[config.mk]
export PLATFORM = sky130hd
export DESIGN_NAME = load_store_unit
export DESIGN_NICKNAME = d
export VERILOG_FILES = /design/src/rtl/load_store_unit.sv
export SDC_FILE = /design/constraint.sdc
export NUM_CORES = 1
export LEC_CHECK = 0
export BUFFER_PORTS_ARGS = -buffer_cell sky130_fd_sc_hd__buf_2
export CAP_MARGIN = 20
export CORE_UTILIZATION = 30
export DETAILED_ROUTE_END_ITERATION = 10
export SLEW_MARGIN = 25
export SYNTH_ARGS = -nofsm -noshare
export SYNTH_HDL_FRONTEND = slang
export SYNTH_SLANG_ARGS = --single-unit
[constraint.sdc]
create_clock -name clk -period 3.8 [get_ports clk]
set_clock_uncertainty 0.15 [all_clocks]
set_input_delay 0.76 -clock clk [delete_from_list [all_inputs] [get_ports clk]]
set_output_delay 0.76 -clock clk [all_outputs]
set_load 0.1 [all_outputs]
[src/rtl/load_store_unit.sv]
// Byte-serial load/store unit: splits byte/half/word CPU accesses into single-byte
// memory transactions, with a per-byte read timeout and sign/zero extension of loads.
module load_store_unit #(
  parameter int unsigned TIMEOUT = 16
) (
  input  logic        clk,
  input  logic        rst,
  input  logic        req_valid,
  output logic        req_ready,
  input  logic        req_write,
  input  logic [1:0]  req_size,
  input  logic        req_signed,
  input  logic [31:0] req_addr,
  input  logic [31:0] req_wdata,
  output logic        resp_valid,
  output logic        resp_err,
  output logic [31:0] resp_rdata,
  output logic [31:0] mem_addr,
  output logic [7:0]  mem_wdata,
  input  logic [7:0]  mem_rdata,
  output logic        mem_read_en,
  output logic        mem_write_en,
  input  logic        mem_ready
);

  localparam int unsigned CW = $clog2(TIMEOUT + 1);

  typedef enum logic [2:0] {IDLE, RD, WR, DONE, ERR} state_t;

  state_t        r_state;
  logic [1:0]    r_size;
  logic          r_signed;
  logic [31:0]   r_addr;
  logic [31:0]   r_wdata;
  logic [31:0]   r_data;
  logic [1:0]    r_idx;
  logic [CW-1:0] r_cnt;

  logic [1:0]    w_idx_nxt;
  logic          w_last;
  logic [31:0]   w_raw;
  logic [31:0]   w_ext;

  // w_raw merges the byte arriving this cycle so the final result can be
  // registered on the same edge that captures the last byte.
  always_comb begin
    w_idx_nxt = r_idx + 2'd1;
    unique case (r_size)
      2'b00:   w_last = (r_idx == 2'd0);
      2'b01:   w_last = (r_idx == 2'd1);
      default: w_last = (r_idx == 2'd3);
    endcase
    w_raw = r_data;
    w_raw[8*r_idx +: 8] = mem_rdata;
    unique case (r_size)
      2'b00:   w_ext = r_signed ? {{24{w_raw[7]}}, w_raw[7:0]}   : {24'd0, w_raw[7:0]};
      2'b01:   w_ext = r_signed ? {{16{w_raw[15]}}, w_raw[15:0]} : {16'd0, w_raw[15:0]};
      default: w_ext = w_raw;
    endcase
  end

  always_ff @(posedge clk) begin
    if (rst) begin
      r_state      <= IDLE;
      r_size       <= '0;
      r_signed     <= 1'b0;
      r_addr       <= '0;
      r_wdata      <= '0;
      r_data       <= '0;
      r_idx        <= '0;
      r_cnt        <= '0;
      req_ready    <= 1'b1;
      resp_valid   <= 1'b0;
      resp_err     <= 1'b0;
      resp_rdata   <= '0;
      mem_addr     <= '0;
      mem_wdata    <= '0;
      mem_read_en  <= 1'b0;
      mem_write_en <= 1'b0;
    end else begin
      resp_valid <= 1'b0;
      resp_err   <= 1'b0;
      resp_rdata <= '0;
      unique case (r_state)
        IDLE: begin
          if (req_valid) begin
            r_size    <= req_size;
            r_signed  <= req_signed;
            r_addr    <= req_addr;
            r_wdata   <= req_wdata;
            r_data    <= '0;
            r_idx     <= '0;
            r_cnt     <= '0;
            req_ready <= 1'b0;
            if (req_size == 2'b11) begin
              r_state    <= ERR;
              resp_valid <= 1'b1;
              resp_err   <= 1'b1;
            end else if (req_write) begin
              r_state      <= WR;
              mem_write_en <= 1'b1;
              mem_addr     <= req_addr;
              mem_wdata    <= req_wdata[7:0];
            end else begin
              r_state     <= RD;
              mem_read_en <= 1'b1;
              mem_addr    <= req_addr;
            end
          end
        end
        WR: begin
          if (w_last) begin
            r_state      <= DONE;
            resp_valid   <= 1'b1;
            mem_write_en <= 1'b0;
            mem_addr     <= '0;
            mem_wdata    <= '0;
          end else begin
            r_idx     <= w_idx_nxt;
            mem_addr  <= r_addr + 32'(w_idx_nxt);
            mem_wdata <= r_wdata[8*w_idx_nxt +: 8];
          end
        end
        RD: begin
          if (mem_ready) begin
            r_data[8*r_idx +: 8] <= mem_rdata;
            r_cnt <= '0;
            if (w_last) begin
              r_state     <= DONE;
              resp_valid  <= 1'b1;
              resp_rdata  <= w_ext;
              mem_read_en <= 1'b0;
              mem_addr    <= '0;
            end else begin
              r_idx    <= w_idx_nxt;
              mem_addr <= r_addr + 32'(w_idx_nxt);
            end
          end else if (r_cnt == CW'(TIMEOUT - 1)) begin
            r_state     <= ERR;
            resp_valid  <= 1'b1;
            resp_err    <= 1'b1;
            mem_read_en <= 1'b0;
            mem_addr    <= '0;
          end else begin
            r_cnt <= r_cnt + CW'(1);
          end
        end
        DONE, ERR: begin
          r_state   <= IDLE;
          req_ready <= 1'b1;
        end
        default: begin
          r_state   <= IDLE;
          req_ready <= 1'b1;
        end
      endcase
    end
  end

endmodule

==> After elaboration in Yosys (flattened, before gate mapping) <==
Index checks and enable logic that the tools add are counted.
{ "totals": {"register_bits": 186, "input_bits": 80, "out_inout_bits": 77, "elab_cells": 116} }
{ "classes": {"addsub": 4, "eq_ne": 16, "shifts": 3, "n_mux": 55, "bitwise_logic": 4, "n_reduce_logical": 18} }
{ "op_table": {"columns": ["op", "n"], "rows": [
  ["$mux 32", 9],
  ["$pmux 32 s2", 2],
  ["$pmux 32 s3", 1],
  ["$neg 5->34", 1],
  ["$shift 8x34->32 const A", 1],
  ["$shiftx 8x34->32", 1],
  ["$add 32x2->32", 1],
  ["$bwmux 32", 1],
  ["$mux 8", 4],
  ["$shiftx 32x6->8", 1],
  ["$mux 1", 16],
  ["$pmux 8 s2", 1],
  ["$mux 3", 5],
  ["$mux 5", 3],
  ["$ne 2x2->1 const B", 6],
  ["$pmux 1 s2", 5],
  ["$pmux 5 s2", 1],
  ["$ne 3x3->1 const B", 3],
  ["$pmux 3 s3", 1],
  ["$reduce_and 3->1", 3],
  ["$mux 2", 4],
  ["$reduce_and 4->1", 2],
  ["$pmux 2 s3", 1],
  ["$reduce_and 2->1", 3],
  ["other kinds (17)", 24]
]} }

==> Depth between registers and ports, before layout <==
{ "logic_depth": {"ltp_word": 5, "mapped_depth": 11, "depth_no_buf": 9} }

==> Worst setup path after synthesis <==
No wires, ideal clock.
{ "synth_path": {"path_kind": "register to register", "startpoint": "register r_idx[0]", "endpoint": "register mem_addr[18]", "setup_time_ns": 0.086, "t_arrival_ns": 3.318, "required_time_ns": 3.564, "setup_slack_ns": 0.246, "path_stages_with_launch": 12, "path_buffers": 2, "period_less_slack_ns": 3.554, "cell_sequence": "dfxtp_1 -> buf_2 -> inv_1 -> ha_1 -> buf_1 -> inv_1 -> fa_1 -> nand3b_1 -> nor4_2 -> and4_1 -> o21ai_0 -> a211oi_1"} }
{ "synth_between": {"elab_chain_cells": 5, "elab_cells_between_ends": 9, "classes_between": "2 x add/sub; 2 x eq/ne; 4 x mux; 1 x reduce/logical"} }
{ "synth_rtl": {"columns": ["item", "line", "rtl"], "rows": [
  ["start, declared", "36", "logic [1:0] r_idx;"],
  ["start signal, assigned", "119", "r_idx <= w_idx_nxt;"],
  ["start signal, assigned", "135", "r_idx <= w_idx_nxt;"],
  ["$add 2x1->2 (tied with other cells)", "47", "w_idx_nxt = r_idx + 2'd1;"],
  ["$add 32x2->32 or $pmux 1 s2 (tied branches)", "120, 136, 48", null],
  ["$mux 32 *", "112, 128", null],
  ["$mux 32", "125", "if (mem_ready) begin"],
  ["$pmux 32 s3 *", "84", "unique case (r_state)"],
  ["end signal, assigned", "107", "mem_addr <= req_addr;"],
  ["end signal, assigned", "120", "mem_addr <= r_addr + 32'(w_idx_nxt);"],
  ["end signal, assigned", "136", "mem_addr <= r_addr + 32'(w_idx_nxt);"],
  ["end, declared", "18", "output logic [31:0] mem_addr,"]
]} }
Every way passes the cells marked *; elsewhere a longest branch is shown, timed or not.
A chain may end at the register's enable or synchronous reset.

==> Final worst setup path <==
{ "layout_path": {"startpoint": "register r_idx[1]", "endpoint": "register mem_addr[17]"} }
Same word-level chain as after synthesis.

==> results.toml <==
[outcome]
outcome = "finished clean"

[run]
cap_viol_max_count = 0

[global_routing]
grt-busiest-layer = "met2"
grt-ovfl-total = 0
grt_pass1_wl_mm = 38.5
use_met2_pct = 27.4
grt_start_max_net_pins = 65
grt_pass1_vias = 7018
grtUsageMet1_pct = 22.8
grt_use_total_pct = 17.2
groute.layer.met3.usage_pct = 4.40
antenna_found_initial = 5

[min_path]
timing.hold.worst.class = "reg -> reg"
hold-path-cell-count = 2
startpoint_of_the_lowest_slack_hold_path = "r_data[21]"
min_delay_worst_endpoint = "r_data[21]"

[floorplanning]
die_width_um = 169
design.portCount = 157
design.core.area_um2 = 27200
core.rowCount = 60
effective_utilization_at_floorplan_pct = 30.8
die_y_um = 169
die_area_um2 = 28600

[detailed_routing]
dr.first_iter.drc_count = 475
vias = 7599
post_drt_via_cell_ratio = 5.01
drt-pass1-iter-count = 5
wire_per_inst_um = 16.1
drt_wl_total_mm = 24.4
drc = 0
route.antenna.remaining_nets = 0

[clock_network]
clock_transition_at_path_regs_ps = 80
deepest_clock_path_buffer_count = 2
tritoncts = "built"
holdBufCountCts = 0
cts-buffers-inserted = 17
cts_repair_resize_count = 0
post_cts.repair.setup_buffers = 0
cts_num_sinks = 186
worstSkewPairLatency_ps = 450
cts-htree-levels = 4
ctsRootBufferMaster = "sky130_fd_sc_hd__clkbuf_16"

[synthesis]
synth_top_area_cell = "sky130_fd_sc_hd__dfxtp_1"
dominant_register_cell_in_the_synthesized_netlist = "sky130_fd_sc_hd__dfxtp_1"
postSynthAreaPerCell_um2 = 8.28
synth_cell_area_um2 = 8370
synthTopCellsByCount = "sky130_fd_sc_hd__nand2_1 (190), sky130_fd_sc_hd__dfxtp_1 (186), sky130_fd_sc_hd__a21oi_1 (134)"
synth_enable_flop_cells = 0
synthesis.yosys.warnings = 0
syn_inst = 1011
synth_top_area_share_pct = 44.5
yosys-top-cells-area = "sky130_fd_sc_hd__dfxtp_1 (44%), sky130_fd_sc_hd__nand2_1 (8.5%), sky130_fd_sc_hd__a21oi_1 (8.0%)"
register_area_share_after_synthesis_pct = 44.5
synth_nets = 1100
yosysMostFrequentCell = "sky130_fd_sc_hd__nand2_1"
yosys.cell_types.count = 73
synth.ff_latch_count = 186
synthArstFlopShare_pct = 0

[timing]
final_min_period_over_clock_period_pct = 78.3
timing.fmax_ghz = 0.336
rsz_0062_raised_after_global_routing = "false"
finalSetupTns_ps = 0
slew_violations = 0
worst_slew_pin_slew_ps = 1030
hold_violations = 0
layout_min_cycle_time_ps = 2980
setup_viol = 0
worst_slew_margin_rel_pct = 31.3

[power]
combPwrFrac_pct = 27.6
seqPwrFrac_pct = 40.1
sw_frac_of_total_pct = 39.8
p_int_mw = 3.38
irDropWorstVdd_mv = 0.386
power.static_leakage_nw = 3.83
switching_power_mw = 2.24
share_clk_of_total_power_pct = 32.3
pwr_density_cell_nw_per_um2 = 557

[critical_path]
required_ps = 4020
worstPathMaxFanout = 14
reg2reg_from = "r_idx[1]"
rrSetupSlack_ps = 820
worst_r2r_path_depth = 9
category_of_the_critical_setup_timing_path = "reg -> reg"
cp-start-kind = "register"
critical_path_arrival_ps = 3190
critical_path.endpoint_type = "register"
reg2reg_to = "mem_addr[17]"

[layout]
nets = 1218
layoutNonFillerInstCount = 1518
drive_above_1_share_pct = 21.3
areaGrowthSynthToFinish_pct = 20.5

[placed_design]
dp_hpwl_mm = 16.8
io_buffer_count = 156
dpl.cell_count = 1482
gp_routability_congestion = 0.794
[sequential cells by signal (all words and copies together), names as in the netlist, 2 cells and up]
name        count
r_size          2
mem_wdata       8
r_cnt           5
resp_rdata     32
r_idx           2
r_addr         32
r_data         32
r_state         3
r_wdata        32
mem_addr       32
[power groups by stage]
stage | registers [mW] | logic [mW] | clock network (mW)
after detailed placement | 2.30 | 1.55 | 0
after global routing | 2.28 | 1.66 | 1.94
final | 2.25 | 1.55 | 1.82
after global placement | 2.30 | 1.55 | 0
after floorplan | 2.87 | 0.618 | 0
after CTS | 2.25 | 1.56 | 1.86
[metrics by stage]
step	worst slack (ps)	power (mW)	utilization (%)	hold slack [ps]	area, um^2
final	823	5.62	37.1	301	10100
after global routing	676	5.88	37.1	322	10100
after CTS	795	5.67	37.1	302	10100
after detailed placement	856	3.85	34.8	284	9460
after global placement	983	3.84	34.8	276	9460
after floorplan	246	3.48	-	267	8370
[how the worst max path moves through the flow]
stage / from / end / slack, ps / cells after the start
global route: r_idx[1] / mem_addr[17] / 680 / 9
floorplan: r_idx[0] / mem_addr[18] / 250 / 11
finish: r_idx[1] / mem_addr[17] / 820 / 9
detailed placement: r_idx[1] / mem_addr[17] / 860 / 9
CTS: r_idx[1] / mem_addr[17] / 790 / 9
global placement: r_idx[1] / mem_addr[21] / 980 / 9
[metal layers]
metal	vias up	wire, um
met5	-	12
met4	2	247
met3	22	1550
met2	217	11500
met1	3576	11100
li1	3782	-
[cells by family (layout without fill, tap and decap cells)]
logic type      after synthesis  count (layout)  synth area share (%)
simple gates                405             405                  23.4
compound gates              270             270                  19.9
flops                       186             186                  44.5
buf+inv                     104             235                  5.54
xor+xnor                     22              22                  2.30
mux                          15              15                  2.99
fa+ha+maj                     9               9                  1.43
other cells                   0               4                     0
[critical path: stages, from the launching register on]
cell and delay (ps):
sky130_fd_sc_hd__dfxtp_1 420, sky130_fd_sc_hd__inv_1 100, sky130_fd_sc_hd__ha_1 290, sky130_fd_sc_hd__buf_4 210, sky130_fd_sc_hd__ha_1 290, sky130_fd_sc_hd__a21oi_1 150, sky130_fd_sc_hd__or4_1 660, sky130_fd_sc_hd__nor3b_1 260
sky130_fd_sc_hd__a221oi_1 130, sky130_fd_sc_hd__a211oi_2 240
[cells in the final DEF (no fill, tap or decap), types with 4 or more instances in the layout]
cell,n
sky130_fd_sc_hd__inv_1,23
sky130_fd_sc_hd__nor4_1,8
sky130_fd_sc_hd__a22oi_1,7
sky130_fd_sc_hd__xor2_1,12
sky130_fd_sc_hd__a211oi_1,11
sky130_fd_sc_hd__ha_1,8
sky130_fd_sc_hd__diode_2,4
sky130_fd_sc_hd__o21ai_0,44
sky130_fd_sc_hd__dfxtp_1,186
sky130_fd_sc_hd__a311oi_1,9
sky130_fd_sc_hd__and2_1,6
sky130_fd_sc_hd__buf_2,155
sky130_fd_sc_hd__nor2_1,46
sky130_fd_sc_hd__a221oi_1,15
sky130_fd_sc_hd__a21oi_2,5
sky130_fd_sc_hd__mux4_2,8
sky130_fd_sc_hd__clkbuf_16,17
sky130_fd_sc_hd__or2_2,5
sky130_fd_sc_hd__nand2_1,190
sky130_fd_sc_hd__and4_1,8
sky130_fd_sc_hd__nor3_1,21
sky130_fd_sc_hd__buf_4,21
sky130_fd_sc_hd__xnor2_1,10
sky130_fd_sc_hd__o22ai_1,7
sky130_fd_sc_hd__a22o_1,7
sky130_fd_sc_hd__a21oi_1,134
sky130_fd_sc_hd__and3_1,7
sky130_fd_sc_hd__nand2b_1,29
sky130_fd_sc_hd__nand3_1,30
sky130_fd_sc_hd__nand4_1,7
sky130_fd_sc_hd__nor2b_1,20
sky130_fd_sc_hd__mux2i_1,7
sky130_fd_sc_hd__a31oi_1,5
sky130_fd_sc_hd__clkinv_8,7
[cell type report]
cell class	count	area (um^2)
Inverter	25	93.8
Clock buffer	17	425
Timing Repair Buffer	178	973
Tap cell	372	465
Sequential cell	186	3720
Fill cell	2852	17100
Antenna cell	4	10.0
Multi-Input combinational cell	721	4210
Clock inverter	15	196
No activity file was read; power rests on OpenSTA's default activity.
